$ cat src/rtl/regfile_pkg.sv
// Shared constants and busy-bit priority resolution for the register file / scoreboard slice.
package regfile_pkg;

    localparam int unsigned DEF_ADDR_W = 5;
    localparam int unsigned DEF_DATA_W = 32;
    localparam int unsigned REG_ZERO   = 0;

    // Next-state action for one busy bit, listed from highest to lowest priority.
    typedef enum logic [2:0] {
        BUSY_RESET,
        BUSY_FLUSH,
        BUSY_STALL,
        BUSY_SET,
        BUSY_CLEAR,
        BUSY_HOLD
    } busy_act_e;

    function automatic busy_act_e busy_act(
        input logic rst,
        input logic flush,
        input logic stall,
        input logic set,
        input logic clr
    );
        if (rst)        return BUSY_RESET;
        else if (flush) return BUSY_FLUSH;
        else if (stall) return BUSY_STALL;
        else if (set)   return BUSY_SET;
        else if (clr)   return BUSY_CLEAR;
        else            return BUSY_HOLD;
    endfunction

endpackage

$ cat src/rtl/regfile_scoreboard_busy.sv
// Per-register busy vector tracking long-latency destinations until writeback retires them.
module busy_scoreboard
    import regfile_pkg::*;
#(
    parameter int unsigned ADDR_W = DEF_ADDR_W
) (
    input  logic                  clk,
    input  logic                  rst,
    input  logic                  stall,
    input  logic                  flush,
    input  logic                  we,
    input  logic [ADDR_W-1:0]     wa,
    input  logic                  wb_clr,
    input  logic                  iss_valid,
    input  logic [ADDR_W-1:0]     iss_rd,
    output logic [2**ADDR_W-1:0]  busy_vec
);

    localparam int unsigned REGS = 2**ADDR_W;

    logic [REGS-1:0] busy_q;
    logic [REGS-1:0] busy_d;

    always_comb begin
        busy_d = busy_q;
        for (int unsigned r = 0; r < REGS; r++) begin
            unique case (busy_act(rst, flush, stall,
                                  iss_valid && (iss_rd == ADDR_W'(r)),
                                  wb_clr && we && (wa == ADDR_W'(r))))
                BUSY_RESET: busy_d[r] = 1'b0;
                BUSY_FLUSH: busy_d[r] = 1'b0;
                BUSY_STALL: busy_d[r] = busy_q[r];
                BUSY_SET:   busy_d[r] = 1'b1;
                BUSY_CLEAR: busy_d[r] = 1'b0;
                default:    busy_d[r] = busy_q[r];
            endcase
        end
        // x0 is never pending, regardless of issue traffic to it
        busy_d[REG_ZERO] = 1'b0;
    end

    always_ff @(posedge clk) begin
        busy_q <= busy_d;
    end

    assign busy_vec = busy_q;

endmodule

$ cat src/rtl/regfile_scoreboard.sv
// Integer register file with NREAD combinational read ports, one write port,
// optional writeback bypass and a load-use busy scoreboard.
module regfile_scoreboard
    import regfile_pkg::*;
#(
    parameter int unsigned ADDR_W = DEF_ADDR_W,
    parameter int unsigned DATA_W = DEF_DATA_W,
    parameter int unsigned NREAD  = 2,
    parameter int unsigned BYPASS = 1
) (
    input  logic                      clk,
    input  logic                      rst,
    input  logic                      stall,
    input  logic                      flush,
    input  logic                      we,
    input  logic [ADDR_W-1:0]         wa,
    input  logic [DATA_W-1:0]         wd,
    input  logic                      wb_clr,
    input  logic                      iss_valid,
    input  logic [ADDR_W-1:0]         iss_rd,
    input  logic [NREAD*ADDR_W-1:0]   rd_addr,
    output logic [NREAD*DATA_W-1:0]   rd_data,
    output logic [NREAD-1:0]          rd_busy,
    output logic [2**ADDR_W-1:0]      busy_vec
);

    localparam int unsigned REGS = 2**ADDR_W;

    logic [DATA_W-1:0] regs_q [REGS];
    logic [DATA_W-1:0] regs_d [REGS];
    logic              wr_fire;

    assign wr_fire = we && !stall;

    always_comb begin
        regs_d = regs_q;
        if (rst) begin
            for (int unsigned r = 0; r < REGS; r++) begin
                regs_d[r] = '0;
            end
        end else if (wr_fire && (wa != ADDR_W'(REG_ZERO))) begin
            regs_d[wa] = wd;
        end
    end

    always_ff @(posedge clk) begin
        regs_q <= regs_d;
    end

    busy_scoreboard #(
        .ADDR_W (ADDR_W)
    ) u_busy (
        .clk       (clk),
        .rst       (rst),
        .stall     (stall),
        .flush     (flush),
        .we        (we),
        .wa        (wa),
        .wb_clr    (wb_clr),
        .iss_valid (iss_valid),
        .iss_rd    (iss_rd),
        .busy_vec  (busy_vec)
    );

    for (genvar k = 0; k < NREAD; k++) begin : g_rd
        logic [ADDR_W-1:0] addr;
        logic              fwd;

        assign addr = rd_addr[k*ADDR_W +: ADDR_W];
        assign fwd  = (BYPASS != 0) && wr_fire && (wa == addr);

        // A forwarded retiring write is no longer a hazard for this reader
        always_comb begin
            if (addr == ADDR_W'(REG_ZERO)) begin
                rd_data[k*DATA_W +: DATA_W] = '0;
                rd_busy[k]                  = 1'b0;
            end else begin
                rd_data[k*DATA_W +: DATA_W] = fwd ? wd : regs_q[addr];
                rd_busy[k]                  = (fwd && wb_clr) ? 1'b0 : busy_vec[addr];
            end
        end
    end

endmodule
$ cat config.mk
export PLATFORM = sky130hd
export DESIGN_NAME = regfile_scoreboard
export DESIGN_NICKNAME = d
export VERILOG_FILES = /design/src/rtl/regfile_pkg.sv /design/src/rtl/regfile_scoreboard_busy.sv /design/src/rtl/regfile_scoreboard.sv
export SDC_FILE = /design/constraint.sdc
export NUM_CORES = 2
export LEC_CHECK = 0
export CORE_MARGIN = 3
export CORE_UTILIZATION = 63
export DETAILED_ROUTE_END_ITERATION = 6
export PLACE_DENSITY_LB_ADDON = 0.1
export SYNTH_ARGS = -nofsm -noshare
export SYNTH_HDL_FRONTEND = slang
export SYNTH_SLANG_ARGS = --single-unit
$ cat constraint.sdc
create_clock -name clk -period 2.95 [get_ports clk]
set_clock_uncertainty 0.2 [all_clocks]
set_input_delay 0.4425 -clock clk [delete_from_list [all_inputs] [get_ports clk]]
set_output_delay 0.4425 -clock clk [all_outputs]
set_load 0.05 [all_outputs]
==> impl_metrics.toml <==
[setup_path]
worstSetupEndpointType = "output port"
worstPathArrival_ns = 2.66
r2r_end = "regs_q[912]$_SDFFE_PP0P_"
reg2reg_slack_ns = 1.88
critPathMaxStageDelay_ns = 0.45
cp_slowest_cell = "mux4_2"
worstSetupPathType = "reg2out"
cp_max_fo = 3
crit_chain = "mux4_2 -> nor2b_4 -> a211oi_2 -> buf_6 -> a211oi_2 -> a211o_1 -> buf_6"
r2r_start = "regs_q[912]$_SDFFE_PP0P_"
start_kind = "register"
cp.required_ns = 2.31
r2r_cells = 4

[timing]
finalSetupViolCount = 66
fmax_mhz = 303
max_slew.worst_pin.slew_ns = 1.17
finalHoldViolations = 0
drv_slew = 0
max-slew-margin-rel = 0.218
finalCritPeriodShare = 1.12
fin_ws_ns = -0.348
worst_hold_slack_ns = 0.264
finalSetupTns_ns = -15.08
rsz0062_at_grt = "yes"
finalCriticalPeriod_ns = 3.30

[drt]
detail_route.first_pass.iterations = 7
drtIter0Drc = 11300
wl_mm = 259
ant_nets = 0
wire_per_inst_um = 31.7
viasPerCell = 7.31
drc = 71
via_count = 59800

[synth]
synth-edff-count = 31
synth_cell_types = 67
yosysTopAreaCell = "dfxtp_1"
syn_area_um2 = 55500
synth-seq-area-share = 0.386
yosys_warnings = 0
synth_top_cells_by_area = "dfxtp_1, mux4_2, nand2_1"
ys_ff_latch = 1055
postSynthAreaPerCell_um2 = 8.64
synthArstFlopShare = 0
synth_flop_cell = "dfxtp_1"
synth_top_area_frac = 0.369
synthCells = 6425
synth_nets = 6484

[clocking]
root_buffer = "clkbuf_16"
clock_path_buffers = 3
clk_latency_ns = 0.72
htree_levels = 3
clkSlewWorstSetupHoldPaths_ns = 0.06
clkSinkCount = 1055
cts_tree = "yes"
numCtsBuffers = 110

[grt]
track_usage = 0.539
grt_overflow = 0
grt_pass1_vias = 56300
grt_max_degree = 180
grt_pass1_wl_mm = 365
antenna_found_initial = 8

[placement]
numPortBuffers = 155
placedCellCount = 7800
routabilityCongestion = 1.06
dp_hpwl_mm = 156

[finish]
final_nets = 6981
layout_commonest_cell = "nand2_1"
final_cell_mix = "nand2_1, a21oi_1, dfxtp_1"
drive_gt1_frac = 0.310
instances_no_fill = 8175
layout-area-overhead-vs-synth_pct = 31.5
post-route-util = 0.838
fill_cells = 4821

[run_status]
violations = "design-rule violations, negative setup slack"
status = "complete, but fails checks"

[worst_hold_path]
min_from = "regs_q[14]$_SDFFE_PP0P_"
whs_path_depth = 2
holdPathEnd = "regs_q[14]$_SDFFE_PP0P_"
worst_hold_path_type = "reg2reg"

[power]
swShare = 0.276
power_switching_w = 0.00976
p_per_area_nw_per_um2 = 484
power_frac_seq = 0.411
ir_drop_uv = 561
p_total_w = 0.0353
power_leakage_nw = 25.6
power_frac_clock = 0.432
p_int_w = 0.0256
p_comb_frac = 0.158

[floorplan]
initial_core_util = 0.638
die_h_um = 303
row_count = 108
core_um2 = 87000
die_w_um = 303
ioPinCount = 157
die_area_um2 = 91700

[flow_run]
cap_violations = 0
## sequential cells by signal, summed over array words and instances (netlist names)
signal           cells
regs_q            1024
u_busy.busy_vec     31
## power groups by stage
stage          registers [W]  clock network [W]  logic (W)
2_1_floorplan         0.0149                  0    0.00228
6_report              0.0145             0.0153    0.00557
4_1_cts               0.0145             0.0150    0.00508
3_5_place_dp          0.0148                  0    0.00448
3_3_place_gp          0.0148                  0    0.00446
5_1_grt               0.0145             0.0157    0.00560
## logic make-up after synthesis
family,synth area share
multiplexers,0.214
flip-flops,0.386
AO/OA/AOI/OAI,0.161
AND/OR/NAND/NOR,0.178
buffers and inverters,0.0597
other,0.0000676
XOR/XNOR,0.00158
## per-stage QoR
stage                     cell area [um2]  setup slack [ns]
after floorplan                     55600           -0.0321
after global placement              63700            -0.699
after detailed placement            63700            -0.720
after CTS                           71500            -0.305
after global routing                72900            -0.388
final                               73000            -0.348
## critical path, delay by kind of cell (launching register included)
kind	cells	cell delay, ns
AOI/OAI and AO/OA	3	0.61
buffers and inverters	2	0.39
DFF	1	0.34
muxes	1	0.45
and+or+nand+nor	1	0.14
## worst max path at each step
stage,start,end,slack (ns),cells past startpoint
2_1_floorplan,rd_addr[5],rd_data[54],-0.03,10
3_5_place_dp,wa[2],rd_data[32],-0.72,11
6_report,regs_q[996]$_SDFFE_PP0P_,rd_data[4],-0.35,7
5_1_grt,u_busy.busy_vec[31]$_DFFE_PP_,rd_busy[0],-0.39,5
3_3_place_gp,wa[1],rd_data[32],-0.70,11
4_1_cts,regs_q[936]$_SDFFE_PP0P_,rd_data[8],-0.31,7
## routing by layer
metal | up-vias | track usage | wire, um | share of wire
met5 | - | 0.0254 | 505 | 0.0019
met3 | 2103 | 0.265 | 49100 | 0.19
met2 | 6146 | 0.735 | 101000 | 0.39
li1 | 23600 | - | - | -
met4 | 20 | 0.405 | 26400 | 0.10
met1 | 27900 | 0.649 | 82000 | 0.32
## final cells by class
| type | instances | area [um2] | area share |
|---|---|---|---|
| multi-input combinational | 4686 | 33700 | 0.462 |
| sequential | 1055 | 21600 | 0.296 |
| timing repair buffer | 1064 | 12200 | 0.168 |
| clock buffer | 145 | 3170 | 0.0435 |
| tap | 1155 | 1450 | 0.0198 |
| clock inverter | 59 | 743 | 0.0102 |
| inverter | 5 | 18.8 | 0.000257 |
| antenna | 6 | 15.0 | 0.000206 |
## cells in the mapped netlist (all sizes together) (4+ instances only)
master  instances
nand3          15
xor2            7
or2             9
nor3b          16
nand2        2073
nor2b          82
o221ai          4
nor3           81
o211ai         15
a31oi          24
and2           24
mux4          398
o21ai          78
a211oi         99
clkbuf        432
o22ai          45
a221oi         69
nor2           87
a21oi        1067
nor4            5
nand2b         33
buf           247
and3            8
mux2i         274
a211o          43
edfxtp         31
o32ai          11
a21boi          4
nand4           4
a22oi          55
a221o          16
or3             4
mux2           15
inv             4
dfxtp        1024
## what timing repair did
| action | in CTS | in global routing |
|---|---|---|
| setup buffers | 106 | 61 |
| resized for setup | 567 | 275 |
| setup endpoints to repair | 66 | 66 |
| hold endpoints to repair | 31 | 0 |
| gates cloned | 21 | 1 |
| hold buffers | 1 | 0 |
| pin swaps | 184 | 136 |
(Power assumes the default switching activity.)
